## config.mk

```make
export PLATFORM = sky130hd
export DESIGN_NAME = user_irq_router_flat
export DESIGN_NICKNAME = d
export VERILOG_FILES = /design/src/rtl/user_irq_pkg.sv /design/src/rtl/user_irq_router_if.sv /design/src/rtl/user_irq_src.sv /design/src/rtl/user_irq_router.sv /design/src/flat_wrapper.sv
export SDC_FILE = /design/constraint.sdc
export NUM_CORES = 1
export LEC_CHECK = 0
export CAP_MARGIN = 20
export CORE_ASPECT_RATIO = 1.2
export CORE_MARGIN = 5
export CORE_UTILIZATION = 47
export CTS_CLUSTER_DIAMETER = 40
export DETAILED_ROUTE_END_ITERATION = 12
export GPL_ROUTABILITY_DRIVEN = 1
export PLACE_DENSITY = 0.81
export SKIP_CTS_REPAIR_TIMING = 1
export SLEW_MARGIN = 10
export SYNTH_ARGS = -nofsm -noshare
export SYNTH_HDL_FRONTEND = slang
export SYNTH_SLANG_ARGS = --single-unit
```

## constraint.sdc

```tcl
create_clock -name wb_clk_i -period 3.2 [get_ports wb_clk_i]
set_input_delay 0.8 -clock wb_clk_i [delete_from_list [all_inputs] [get_ports wb_clk_i]]
set_output_delay 0.8 -clock wb_clk_i [all_outputs]
set_load 0.01 [all_outputs]
```

## src/rtl/user_irq_pkg.sv

```systemverilog
// Shared constants and helpers for the user interrupt router.
package user_irq_pkg;

   localparam int ROUTE_W = 2;

   localparam logic [31:0] OFF_RAW        = 32'h0000_0000;
   localparam logic [31:0] OFF_PENDING    = 32'h0000_0004;
   localparam logic [31:0] OFF_ENABLE     = 32'h0000_0008;
   localparam logic [31:0] OFF_MODE       = 32'h0000_000C;
   localparam logic [31:0] OFF_ROUTE      = 32'h0000_0010;
   localparam logic [31:0] OFF_IRQ_STATUS = 32'h0000_0014;
   localparam logic [31:0] OFF_FORCE      = 32'h0000_0018;

   localparam logic MODE_LEVEL = 1'b0;
   localparam logic MODE_EDGE  = 1'b1;

   // Replace the byte lanes of old_v selected by sel with the matching lanes of new_v.
   function automatic logic [31:0] byte_merge(input logic [31:0] old_v,
                                              input logic [31:0] new_v,
                                              input logic [3:0]  sel);
      logic [31:0] r;
      r = old_v;
      for (int b = 0; b < 4; b++) begin
         if (sel[b]) r[8*b +: 8] = new_v[8*b +: 8];
      end
      return r;
   endfunction

endpackage

```

## src/rtl/user_irq_router_if.sv

```systemverilog
// Wishbone slave signal bundle for the interrupt router.
interface user_irq_router_if;
   logic [31:0] wb_adr_i;
   logic [31:0] wb_dat_i;
   logic [3:0]  wb_sel_i;
   logic        wb_we_i;
   logic        wb_cyc_i;
   logic        wb_stb_i;
   logic        wb_ack_o;
   logic [31:0] wb_dat_o;

   modport master (
      output wb_adr_i, wb_dat_i, wb_sel_i, wb_we_i, wb_cyc_i, wb_stb_i,
      input  wb_ack_o, wb_dat_o
   );

   modport slave (
      input  wb_adr_i, wb_dat_i, wb_sel_i, wb_we_i, wb_cyc_i, wb_stb_i,
      output wb_ack_o, wb_dat_o
   );
endinterface

```

## src/rtl/user_irq_src.sv

```systemverilog
// One interrupt source: synchroniser, edge history and the PENDING bit.
module user_irq_src
   import user_irq_pkg::*;
#(
   parameter int SYNC_STAGES = 2
) (
   input  logic clk_sys,
   input  logic rst_b,
   input  logic src,
   input  logic mode,
   input  logic w1c,
   input  logic force_set,
   output logic level,
   output logic pending
);

   logic s;
   logic s_prev;
   logic mode_prev;
   logic pending_q;
   logic rise;

   generate
      if (SYNC_STAGES == 0) begin : g_nosync
         assign s = src;
      end else begin : g_sync
         logic [SYNC_STAGES-1:0] sync_q;
         // Shift the raw source through the synchroniser chain.
         always_ff @(posedge clk_sys) begin
            if (!rst_b) begin
               sync_q <= '0;
            end else begin
               sync_q[0] <= src;
               for (int k = 1; k < SYNC_STAGES; k++) sync_q[k] <= sync_q[k-1];
            end
         end
         assign s = sync_q[SYNC_STAGES-1];
      end
   endgenerate

   assign rise = s & ~s_prev;

   // Edge history plus PENDING; a level-to-edge switch clears PENDING and
   // swallows any edge in that cycle, and an edge beats a same-cycle W1C.
   always_ff @(posedge clk_sys) begin
      if (!rst_b) begin
         s_prev    <= 1'b0;
         mode_prev <= MODE_LEVEL;
         pending_q <= 1'b0;
      end else begin
         s_prev    <= s;
         mode_prev <= mode;
         if (mode == MODE_LEVEL)           pending_q <= s;
         else if (mode_prev == MODE_LEVEL) pending_q <= 1'b0;
         else if (rise || force_set)       pending_q <= 1'b1;
         else if (w1c)                     pending_q <= 1'b0;
      end
   end

   assign level   = s;
   assign pending = pending_q;

endmodule

```

## src/rtl/user_irq_router.sv

```systemverilog
// Interrupt aggregator: Wishbone register file, per-source qualification
// and routing of masked pending sources onto the user irq lines.
module user_irq_router
   import user_irq_pkg::*;
#(
   parameter int          N_SRC       = 8,
   parameter int          N_IRQ       = 3,
   parameter int          SYNC_STAGES = 2,
   parameter logic [31:0] BASE_ADR    = 32'h3000_0100,
   parameter logic [31:0] ADR_MASK    = 32'hFFFF_FF00
) (
   input  logic             wb_clk_i,
   input  logic             wb_rst_i,
   user_irq_router_if.slave wb,
   input  logic [N_SRC-1:0] src_i,
   output logic [N_IRQ-1:0] irq_o
);

   localparam int RW = ROUTE_W * N_SRC;

   logic [N_SRC-1:0] enable_q;
   logic [N_SRC-1:0] mode_q;
   logic [RW-1:0]    route_q;
   logic [N_SRC-1:0] raw_v;
   logic [N_SRC-1:0] pend_v;
   logic [N_SRC-1:0] w1c_v;
   logic [N_SRC-1:0] force_v;
   logic [N_IRQ-1:0] irq_q;
   logic [N_IRQ-1:0] irq_d;
   logic             ack_q;
   logic [31:0]      dat_q;
   logic             match;
   logic             sel_acc;
   logic             wr_en;
   logic [31:0]      off;
   logic [31:0]      lane_dat;
   logic [31:0]      rdata;

   // A fresh access is only taken while ack is low, giving one-cycle acks.
   assign match    = ((wb.wb_adr_i & ADR_MASK) == BASE_ADR);
   assign sel_acc  = wb.wb_cyc_i & wb.wb_stb_i & match & ~ack_q;
   assign wr_en    = sel_acc & wb.wb_we_i;
   assign off      = wb.wb_adr_i & ~ADR_MASK & 32'hFFFF_FFFC;
   assign lane_dat = byte_merge(32'h0, wb.wb_dat_i, wb.wb_sel_i);

   // Strobes into the sources for PENDING clear and FORCE writes.
   always_comb begin
      w1c_v   = '0;
      force_v = '0;
      if (wr_en && off == OFF_PENDING) w1c_v   = N_SRC'(lane_dat);
      if (wr_en && off == OFF_FORCE)   force_v = N_SRC'(lane_dat);
   end

   generate
      for (genvar i = 0; i < N_SRC; i++) begin : g_src
         user_irq_src #(
            .SYNC_STAGES(SYNC_STAGES)
         ) u_src (
            .clk_sys  (wb_clk_i),
            .rst_b    (wb_rst_i),
            .src      (src_i[i]),
            .mode     (mode_q[i]),
            .w1c      (w1c_v[i]),
            .force_set(force_v[i]),
            .level    (raw_v[i]),
            .pending  (pend_v[i])
         );
      end
   endgenerate

   // Read mux; unmapped offsets in the window read 0.
   always_comb begin
      rdata = '0;
      case (off)
         OFF_RAW:        rdata = 32'(raw_v);
         OFF_PENDING:    rdata = 32'(pend_v);
         OFF_ENABLE:     rdata = 32'(enable_q);
         OFF_MODE:       rdata = 32'(mode_q);
         OFF_ROUTE:      rdata = 32'(route_q);
         OFF_IRQ_STATUS: rdata = 32'(irq_q);
         default:        rdata = '0;
      endcase
   end

   // Configuration registers, byte-lane writes committed with the ack edge.
   always_ff @(posedge wb_clk_i) begin
      if (!wb_rst_i) begin
         enable_q <= '0;
         mode_q   <= '0;
         route_q  <= '0;
      end else if (wr_en) begin
         case (off)
            OFF_ENABLE: enable_q <= N_SRC'(byte_merge(32'(enable_q), wb.wb_dat_i, wb.wb_sel_i));
            OFF_MODE:   mode_q   <= N_SRC'(byte_merge(32'(mode_q), wb.wb_dat_i, wb.wb_sel_i));
            OFF_ROUTE:  route_q  <= RW'(byte_merge(32'(route_q), wb.wb_dat_i, wb.wb_sel_i));
            default:    ;
         endcase
      end
   end

   // Registered ack and read data; data is zero whenever ack is low.
   always_ff @(posedge wb_clk_i) begin
      if (!wb_rst_i) begin
         ack_q <= 1'b0;
         dat_q <= '0;
      end else begin
         ack_q <= sel_acc;
         dat_q <= sel_acc ? rdata : 32'h0;
      end
   end

   // OR each enabled pending source into its routed line; out-of-range routes hit nothing.
   always_comb begin
      irq_d = '0;
      for (int i = 0; i < N_SRC; i++) begin
         for (int k = 0; k < N_IRQ; k++) begin
            if (pend_v[i] && enable_q[i] && route_q[ROUTE_W*i +: ROUTE_W] == ROUTE_W'(k))
               irq_d[k] = 1'b1;
         end
      end
   end

   // Output register.
   always_ff @(posedge wb_clk_i) begin
      if (!wb_rst_i) irq_q <= '0;
      else           irq_q <= irq_d;
   end

   assign wb.wb_ack_o = ack_q;
   assign wb.wb_dat_o = dat_q;
   assign irq_o       = irq_q;

endmodule

```

## src/flat_wrapper.sv

```systemverilog
// flat-port wrapper written by rule: the top's interface ports become plain ports
module user_irq_router_flat import user_irq_pkg::*;
#(
   parameter int          N_SRC       = 8,
   parameter int          N_IRQ       = 3,
   parameter int          SYNC_STAGES = 2,
   parameter logic [31:0] BASE_ADR    = 32'h3000_0100,
   parameter logic [31:0] ADR_MASK    = 32'hFFFF_FF00
)
  (wb_clk_i, wb_rst_i, src_i, irq_o, wb_wb_adr_i, wb_wb_dat_i, wb_wb_sel_i, wb_wb_we_i, wb_wb_cyc_i, wb_wb_stb_i, wb_wb_ack_o, wb_wb_dat_o);
  user_irq_router_if wb_i ();
  input  logic wb_clk_i;
  input  logic wb_rst_i;
  input  logic [N_SRC-1:0] src_i;
  output logic [N_IRQ-1:0] irq_o;
  input wire logic [$bits(wb_i.wb_adr_i)-1:0] wb_wb_adr_i;
  input wire logic [$bits(wb_i.wb_dat_i)-1:0] wb_wb_dat_i;
  input wire logic [$bits(wb_i.wb_sel_i)-1:0] wb_wb_sel_i;
  input wire logic [$bits(wb_i.wb_we_i)-1:0] wb_wb_we_i;
  input wire logic [$bits(wb_i.wb_cyc_i)-1:0] wb_wb_cyc_i;
  input wire logic [$bits(wb_i.wb_stb_i)-1:0] wb_wb_stb_i;
  output wire logic [$bits(wb_i.wb_ack_o)-1:0] wb_wb_ack_o;
  output wire logic [$bits(wb_i.wb_dat_o)-1:0] wb_wb_dat_o;
  assign wb_i.wb_adr_i = wb_wb_adr_i;
  assign wb_i.wb_dat_i = wb_wb_dat_i;
  assign wb_i.wb_sel_i = wb_wb_sel_i;
  assign wb_i.wb_we_i = wb_wb_we_i;
  assign wb_i.wb_cyc_i = wb_wb_cyc_i;
  assign wb_i.wb_stb_i = wb_wb_stb_i;
  assign wb_wb_ack_o = wb_i.wb_ack_o;
  assign wb_wb_dat_o = wb_i.wb_dat_o;
  user_irq_router #(.N_SRC(N_SRC), .N_IRQ(N_IRQ), .SYNC_STAGES(SYNC_STAGES), .BASE_ADR(BASE_ADR), .ADR_MASK(ADR_MASK)) u_core (.wb_clk_i(wb_clk_i), .wb_rst_i(wb_rst_i), .wb(wb_i), .src_i(src_i), .irq_o(irq_o));
endmodule
```

==> impl_metrics.tcl, run 1 <==
set metrics [dict create \
    status "finished, final reports clean" \
    vias 3421 \
    drc 0 \
    end_kind "register" \
    yosysTopAreaCell "dfxtp_1" \
    path_delay_family "buffers and inverters" \
    synth-main-ff-cell "dfxtp_1" \
    antennaDiodeCount 0 \
    syn_to_final_growth_pct 27.1 \
    nFillCells 738 \
    netlist.area_leader.share_pct 45.7 \
    synth_cell_types 52 \
    dieHeight_um 111 \
    ys_seq_elements 92 \
    ys_seq_area_share_pct 45.7 \
    antenna_found_initial 0 \
    path_common_cell "buf_4" \
    grt_pass1_wl_um 15900 \
    synth.area.top_cells "dfxtp_1 46%, and2_1 5.7%, nand2_1 5.6%" \
    p_sw_mw 0.511 \
    crit_path_top_delay_cell "clkdlybuf4s50_1" \
    clockRootBuffer "clkbuf_8" \
    synthMostInstantiatedCell "dfxtp_1" \
    synth-async-reset-ratio_pct 0 \
    p_clk_share_pct 40.0 \
    synth_commonest_cells "92 x dfxtp_1, 60 x nand2_1, 37 x and2_1" \
    syn_avg_cell_area_um2 9.08 \
    ctsHtreeMaxLevel 3 \
    layout-drive-gt1-share_pct 10.1 \
    required_ns 3.46 \
    setup_ws_ns 0.521 \
    multi_input_area_um2 1920 \
    place_area_um2 4900 \
    wl_per_cell_um 15.5 \
    drv_slew 0 \
    cts.sinks 92 \
    dr.pass1.iters 4 \
    hpwl_um 7630 \
    finalCriticalPeriod_ns 2.68 \
    start_util_pct 47.6 \
    io_pins 117 \
    cp.arrival_ns 2.94 \
    place.gp.congestion 0.816 \
    ir_worst_vdd_uv 196 \
    hold_violations 0 \
    swShare_pct 23.1 \
    p_int_mw 1.70 \
    drt-initial-drc-count 248 \
    setup_viol 0 \
    stdcell_area_um2 5120 \
    p_seq_share_pct 52.7 \
    tns_ns 0 \
    final_antenna_net_count 0 \
    dp_cells 635 \
    cp-start-kind "input port" \
    fin_crit_sh_pct 83.7 \
    synth_edf_count 0 \
    grt_max_degree 55 \
    rsz0062_at_grt "false" \
    clkLatencyLatePin_ns 0.36 \
    ctsLongestPathBuffers 2 \
    critical_path_class "input port to register" \
    fin_cells 651 \
    grt.overflow.total 0 \
    cts_buffers 9 \
    power_frac_comb_pct 7.3 \
    via_per_inst 5.25 \
    grt_pass1_vias 3376 \
    max_freq_ghz 0.373 \
    dpl_worst_slack_ns 0.168 \
    worstPathMaxFanout 10 \
    final_nets 610 \
    path_cells "clkdlybuf4s50_1 > nor4bb_1 > nand4_1 > buf_4 > a2111oi_4 > buf_4 > a211oi_1 > a311oi_1" \
    drt-total-wl_um 10100 \
    power.leakage_nw 1.84 \
    crit_buf_inv 3 \
    maxCapViolCount 0 \
    die-area_um2 10500 \
    power_mw 2.21 \
    grt_use_total_pct 19.1 \
    regArea_um2 1840 \
    ys_warn_count 0 \
    syn_area_um2 4030 \
    portBuffers 80 \
    num_rows 37 \
    netlist_instances 444 \
    fin_skew_ns 0.00969 \
    clkTransAtPathRegs_ns 0.10 \
    die_x_um 94.5 \
    power_density_nw_per_um2 432 \
    slowest_delay_ns 0.45 \
    hp-class "register to register" \
    core_area_um2 8470 \
    cts_tree "yes" \
]
-- state kept, by name, indices dropped and copies added, names as in the netlist --
signal                            count
u_core.g_src.u_src.g_sync.sync_q     16
u_core.wb.wb_dat_o                   16
u_core.wb.wb_ack_o                    1
u_core.g_src.u_src.s_prev             8
u_core.route_q                       16
u_core.g_src.u_src.mode_prev          8
u_core.irq_o                          3
u_core.mode_q                         8
u_core.g_src.u_src.pending            8
u_core.enable_q                       8
-- area by class of cell --
class,count,area share (%)
Multi-Input combinational cell,313,37.5
Sequential cell,92,35.9
Timing Repair Buffer,95,18.0
Tap cell,117,2.86
Clock buffer,9,2.42
Clock inverter,7,2.05
Inverter,18,1.32
-- cells by family after synthesis --
kind of cell           after synthesis  synth area share, %
buffers and inverters               54                 8.10
AO/OA/AOI/OAI                       92                 15.6
other                                1               0.0930
flip-flops                          92                 45.7
AND/OR/NAND/NOR                    186                 24.9
multiplexers                        19                 5.65
-- cells in the final DEF, fill, tap and decap left out, drive strengths merged, types with 14 or more instances in the layout --
master / count
o21ai: 37
nand3: 21
nor2: 24
clkdlybuf4s50: 79
conb: 16
dfxtp: 92
a21oi: 14
nand2: 60
and2: 37
buf: 16
mux2i: 16
inv: 22
-- through the flow --
stage          utilization (%)  hold WS, ns
2_1_floorplan                -        0.412
3_3_place_gp              57.8        0.414
3_5_place_dp              57.8        0.418
4_1_cts                   60.5        0.440
5_1_grt                   60.5        0.458
6_report                  60.5        0.439
-- power by group through the flow --
stage                     Clock [mW]  Combinational [mW]  Sequential, mW
after floorplan                    0              0.0809            1.19
final                          0.886               0.162            1.17
after detailed placement           0               0.161            1.19
after global placement             0               0.158            1.19
after global routing           0.954               0.174            1.17
after CTS                      0.902               0.162            1.17
-- per-layer routing --
layer  track usage, %  vias to the layer above  part of all wire [%]
met3             5.27                       18                   7.8
met2             33.5                      123                    49
met4             8.08                        0                   2.7
met5                0                        -                     0
li1                 -                     1697                     -
met1             21.5                     1583                    41
-- final timing paths --
check | startpoint | end | slack (ns) | depth (start not counted)
setup / recovery | wb_wb_stb_i | u_core.g_src[3].u_src.pending | 0.52 | 8
hold / removal | u_core.g_src[2].u_src.g_sync.sync_q[0] | u_core.g_src[2].u_src.g_sync.sync_q[1] | 0.44 | 1
setup reg to reg | u_core.wb.wb_ack_o | u_core.g_src[3].u_src.pending | 1.25 | 7
hold reg to reg | u_core.g_src[2].u_src.g_sync.sync_q[0] | u_core.g_src[2].u_src.g_sync.sync_q[1] | 0.44 | 1
Power figures use the tool's default switching activity.
==> inputs of run 2 (changes only) <==
==> constraint.sdc (replaced) <==
create_clock -name wb_clk_i -period 2.65 [get_ports wb_clk_i]
set_input_delay 0.6625 -clock wb_clk_i [delete_from_list [all_inputs] [get_ports wb_clk_i]]
set_output_delay 0.6625 -clock wb_clk_i [all_outputs]
set_load 0.01 [all_outputs]
==> run 2 against run 1 <==
Effect of this change:
- utilization rose by 0.95 points
- count of clock-buffer cells in the layout rose by 3
- flip-flop and latch count unchanged
- largest power group unchanged
==> impl_metrics.tcl, run 2 (synthesis gave the netlist of run 1 again) <==
set metrics [dict create \
    worstPathMaxFanout 10 \
    portBuffers 80 \
    ir_worst_vdd_uv 429 \
    core_area_um2 8470 \
    place.gp.congestion 0.841 \
    dr.pass1.iters 4 \
    required_ns 2.91 \
    syn_to_final_growth_pct 29.1 \
    die-area_um2 10500 \
    endpoint "u_core.g_src[3].u_src.pending" \
    drv_slew 0 \
    io_pins 117 \
    hpwl_um 7870 \
    via_per_inst 5.27 \
    ctsLongestPathBuffers 2 \
    grt_pass1_wl_um 16500 \
    setup_viol 0 \
    cp.arrival_ns 2.76 \
    crit_path_start "wb_wb_adr_i[18]" \
    num_rows 37 \
    power_density_nw_per_um2 499 \
    wl_per_cell_um 15.5 \
    start_util_pct 47.6 \
    final_common_cell "dfxtp_1" \
    power.leakage_nw 1.89 \
    maxCapViolCount 0 \
    status "finished, final reports clean" \
    cts_buffers 9 \
    max_freq_ghz 0.400 \
    grt_pass1_vias 3540 \
    vias 3492 \
    drc 0 \
    hold_violations 0 \
    power_mw 2.60 \
    reg2reg_slack_ns 0.74 \
    regToRegStartpoint "u_core.wb.wb_ack_o" \
    drt-total-wl_um 10300 \
    drt-initial-drc-count 162 \
    r2r_cells 7 \
    final_nets 623 \
    die_x_um 94.5 \
    clkLatencyLatePin_ns 0.36 \
    reg2reg_to "u_core.g_src[3].u_src.pending" \
    final_antenna_net_count 0 \
    fin_skew_ns 0.0113 \
    hp-class "register to register" \
    end_kind "register" \
    layout-drive-gt1-share_pct 11.7 \
    critical_path_class "input port to register" \
    cts_tree "yes" \
    finalCriticalPeriod_ns 2.50 \
    clockRootBuffer "clkbuf_8" \
    grt.overflow.total 0 \
    holdWs_ns 0.437 \
    antenna_found_initial 0 \
    grt_max_degree 55 \
    clkTransAtPathRegs_ns 0.08 \
    dieHeight_um 111 \
    rsz0062_at_grt "false" \
    grt_use_total_pct 19.8 \
    fin_crit_sh_pct 94.3 \
    layout_common_cells "92 x dfxtp_1, 79 x clkdlybuf4s50_1, 60 x nand2_1" \
    cp-start-kind "input port" \
    antennaDiodeCount 0 \
    cts.sinks 92 \
    ctsHtreeMaxLevel 3 \
]
[run 2: cell type report]
class | count | area [um^2]
clock buffers | 12 | 145
clock inverters | 2 | 60.1
fillers | 728 | 3270
inverters | 18 | 67.6
multi-input cells | 313 | 1930
flip-flops and latches | 92 | 1840
well taps | 117 | 146
repair buffers | 108 | 1020
[run 2: worst min path at each step]
stage | startpoint | to | slack (ns) | cells past startpoint
2_1_floorplan | u_core.g_src[0].u_src.g_sync.sync_q[0] | u_core.g_src[0].u_src.g_sync.sync_q[1] | 0.41 | 1
3_3_place_gp | u_core.g_src[3].u_src.g_sync.sync_q[0] | u_core.g_src[3].u_src.g_sync.sync_q[1] | 0.41 | 1
3_5_place_dp | u_core.g_src[1].u_src.g_sync.sync_q[0] | u_core.g_src[1].u_src.g_sync.sync_q[1] | 0.42 | 1
4_1_cts | u_core.g_src[1].u_src.g_sync.sync_q[0] | u_core.g_src[1].u_src.g_sync.sync_q[1] | 0.44 | 1
5_1_grt | u_core.g_src[4].u_src.g_sync.sync_q[0] | u_core.g_src[4].u_src.g_sync.sync_q[1] | 0.46 | 1
6_report | u_core.g_src[2].u_src.g_sync.sync_q[0] | u_core.g_src[2].u_src.g_sync.sync_q[1] | 0.44 | 1
[run 2: power breakdown]
| group | total [mW] | leakage (nW) | switching [mW] | internal, mW |
|---|---|---|---|---|
| clock network | 0.989 | 0.103 | 0.441 | 0.548 |
| logic | 0.201 | 1.04 | 0.0869 | 0.114 |
| registers | 1.41 | 0.746 | 0.00978 | 1.40 |
[run 2: critical path: stages]
cell and delay (ns):
clkdlybuf4s50_1 0.43, nor4_2 0.30, nand4_1 0.19, buf_4 0.21, a2111oi_4 0.35, buf_4 0.24
a211oi_1 0.10, a311oi_1 0.29
[run 2: metrics by stage]
stage / instance area [um^2] / util (%) / cells / TNS, ns / worst slack, ns
floorplan: 4090 / - / 459 / 0 / 0.238
global placement: 4990 / 58.9 / 647 / -1.37 / -0.113
detailed placement: 4990 / 58.9 / 647 / -2.54 / -0.245
CTS: 5190 / 61.3 / 661 / 0 / 0.107
global route: 5200 / 61.4 / 662 / 0 / 0.0260
finish: 5200 / 61.4 / 662 / 0 / 0.151
[run 2: routing by layer]
metal  track usage, %  wire length, um  up-vias
met2             34.8             5200      141
li1                 -                -     1718
met4             8.95              197        0
met5                0                0        -
met1             21.9             3970     1617
met3             5.47              907       16
==> inputs of run 3 (changes only) <==
--- a/config.mk
+++ b/config.mk
@@ -8,11 +8,11 @@
 export CAP_MARGIN = 20
 export CORE_ASPECT_RATIO = 1.2
 export CORE_MARGIN = 5
-export CORE_UTILIZATION = 47
+export CORE_UTILIZATION = 38
 export CTS_CLUSTER_DIAMETER = 40
 export DETAILED_ROUTE_END_ITERATION = 12
 export GPL_ROUTABILITY_DRIVEN = 1
-export PLACE_DENSITY = 0.81
+export PLACE_DENSITY = 0.68
 export SKIP_CTS_REPAIR_TIMING = 1
 export SLEW_MARGIN = 10
 export SYNTH_ARGS = -nofsm -noshare
==> run 3 against run 2 <==
Effect of this change:
- hold slack worse by 0.0050 ns
- critical path type unchanged
- highest routed layer unchanged
- count of clock-buffer cells in the layout up 1
- sequential power about the same
- combinational power about the same
- largest power group unchanged
==> impl_metrics.tcl, run 3 (synthesis gave the netlist of run 1 again) <==
set metrics [dict create \
    clkTransAtPathRegs_ns 0.06 \
    syn_to_final_growth_pct 31.3 \
    antenna_found_initial 0 \
    die-area_um2 12800 \
    critical_path_class "input port to register" \
    cts_buffers 9 \
    final_common_cell "dfxtp_1" \
    finalCriticalPeriod_ns 2.45 \
    fin_crit_sh_pct 92.4 \
    drt-initial-drc-count 197 \
    slowest_delay_ns 0.48 \
    setup_viol 0 \
    num_rows 41 \
    setup_ws_ns 0.203 \
    end_kind "register" \
    cp.arrival_ns 2.67 \
    holdWs_ns 0.432 \
    core_area_um2 10500 \
    hp-class "register to register" \
    ctsLongestPathBuffers 2 \
    grt_pass1_vias 3285 \
    clockRootBuffer "clkbuf_16" \
    regToRegStartpoint "u_core.wb.wb_ack_o" \
    final_antenna_net_count 0 \
    fin_skew_ns 0.00280 \
    layout-drive-gt1-share_pct 11.9 \
    grt_max_degree 31 \
    ctsHtreeMaxLevel 3 \
    hpwl_um 7520 \
    whs_endpoint "u_core.g_src[5].u_src.g_sync.sync_q[1]" \
    antennaDiodeCount 0 \
    dp_cells 657 \
    die_x_um 104 \
    fin_cells 673 \
    clkLatencyLatePin_ns 0.34 \
    path_cells "clkdlybuf4s50_1 > or3_4 > nor4b_4 > or4b_1 > buf_4 > nand3_1 > o21ai_2" \
    dieHeight_um 123 \
    power_mw 2.79 \
    min-delay-start "u_core.g_src[5].u_src.g_sync.sync_q[0]" \
    io_pins 117 \
    reg2reg_slack_ns 0.78 \
    crit_path_start "wb_wb_adr_i[5]" \
    tns_ns 0 \
    maxCapViolCount 0 \
    dpl_worst_slack_ns -0.173 \
    layout_common_cells "92 x dfxtp_1, 79 x clkdlybuf4s50_1, 60 x nand2_1" \
    max_freq_ghz 0.409 \
    place.gp.congestion 0.942 \
    power_density_nw_per_um2 527 \
    cts.sinks 92 \
    grt.overflow.total 0 \
    required_ns 2.87 \
    power.leakage_nw 1.91 \
    grt_pass1_wl_um 16500 \
    status "finished, final reports clean" \
    rsz0062_at_grt "false" \
    crit_path_top_delay_cell "or4b_1" \
    vias 3396 \
    cts_tree "yes" \
    drc 0 \
    drv_slew 0 \
    cp-start-kind "input port" \
    ir_worst_vdd_uv 334 \
    hold_violations 0 \
    r2r_cells 7 \
    grt_use_total_pct 16.1 \
    reg2reg_to "u_core.g_src[5].u_src.pending" \
    wl_per_cell_um 15.1 \
    portBuffers 80 \
    final_nets 620 \
    worstPathMaxFanout 16 \
    holdPathStages 1 \
    drt-total-wl_um 10100 \
    via_per_inst 5.05 \
    start_util_pct 38.5 \
    dr.pass1.iters 4 \
]
-- run 3: cell types whose count changed in the layout (fill, tap and decap cells not counted), sizes merged --
cell,change
buf,-3
bufinv,-2
clkbuf,+1
clkinv,+1
clkinvlp,+1
inv,+1
-- run 3: where the power goes --
group,total [mW],switching [mW],leakage [nW],internal (mW)
clock network,1.18,0.514,0.130,0.664
logic,0.203,0.0878,1.04,0.115
registers,1.41,0.00962,0.746,1.40
total,2.79,0.611,1.91,2.18
-- run 3: metal layers --
metal | share of wire (%) | track usage [%]
met5 | 0 | 0
met4 | 1.1 | 4.62
met3 | 6.5 | 4.52
met2 | 49 | 28.3
met1 | 44 | 19.4
-- run 3: worst max-delay path by stage --
stage                                     to  slack, ns  cells past startpoint
2_1_floorplan              u_core.route_q[2]       0.24                      7
3_3_place_gp   u_core.g_src[5].u_src.pending      -0.09                      8
3_5_place_dp   u_core.g_src[5].u_src.pending      -0.17                      8
4_1_cts        u_core.g_src[5].u_src.pending       0.15                      8
5_1_grt        u_core.g_src[5].u_src.pending      0.005                      8
6_report                   u_core.route_q[7]       0.20                      7
-- run 3: layout make-up --
type                    count  area, um^2
clock buffers              13         250
fillers                  1002        5170
flip-flops and latches     92        1840
repair buffers            105        1010
clock inverters             3        21.3
multi-input cells         313        1940
inverters                  18        67.6
well taps                 129         161
-- run 3: critical path: cells and delay by family --
kind,cells,cell delay [ns]
AND/OR/NAND/NOR,4,1.29
buffers and inverters,2,0.65
AO/OA/AOI/OAI,1,0.05
-- run 3: stage by stage --
stage	util [%]	area [um^2]
after floorplan	-	4090
after global placement	47.8	5000
after detailed placement	47.8	5000
after CTS	50.4	5270
after global routing	50.6	5300
final	50.6	5300
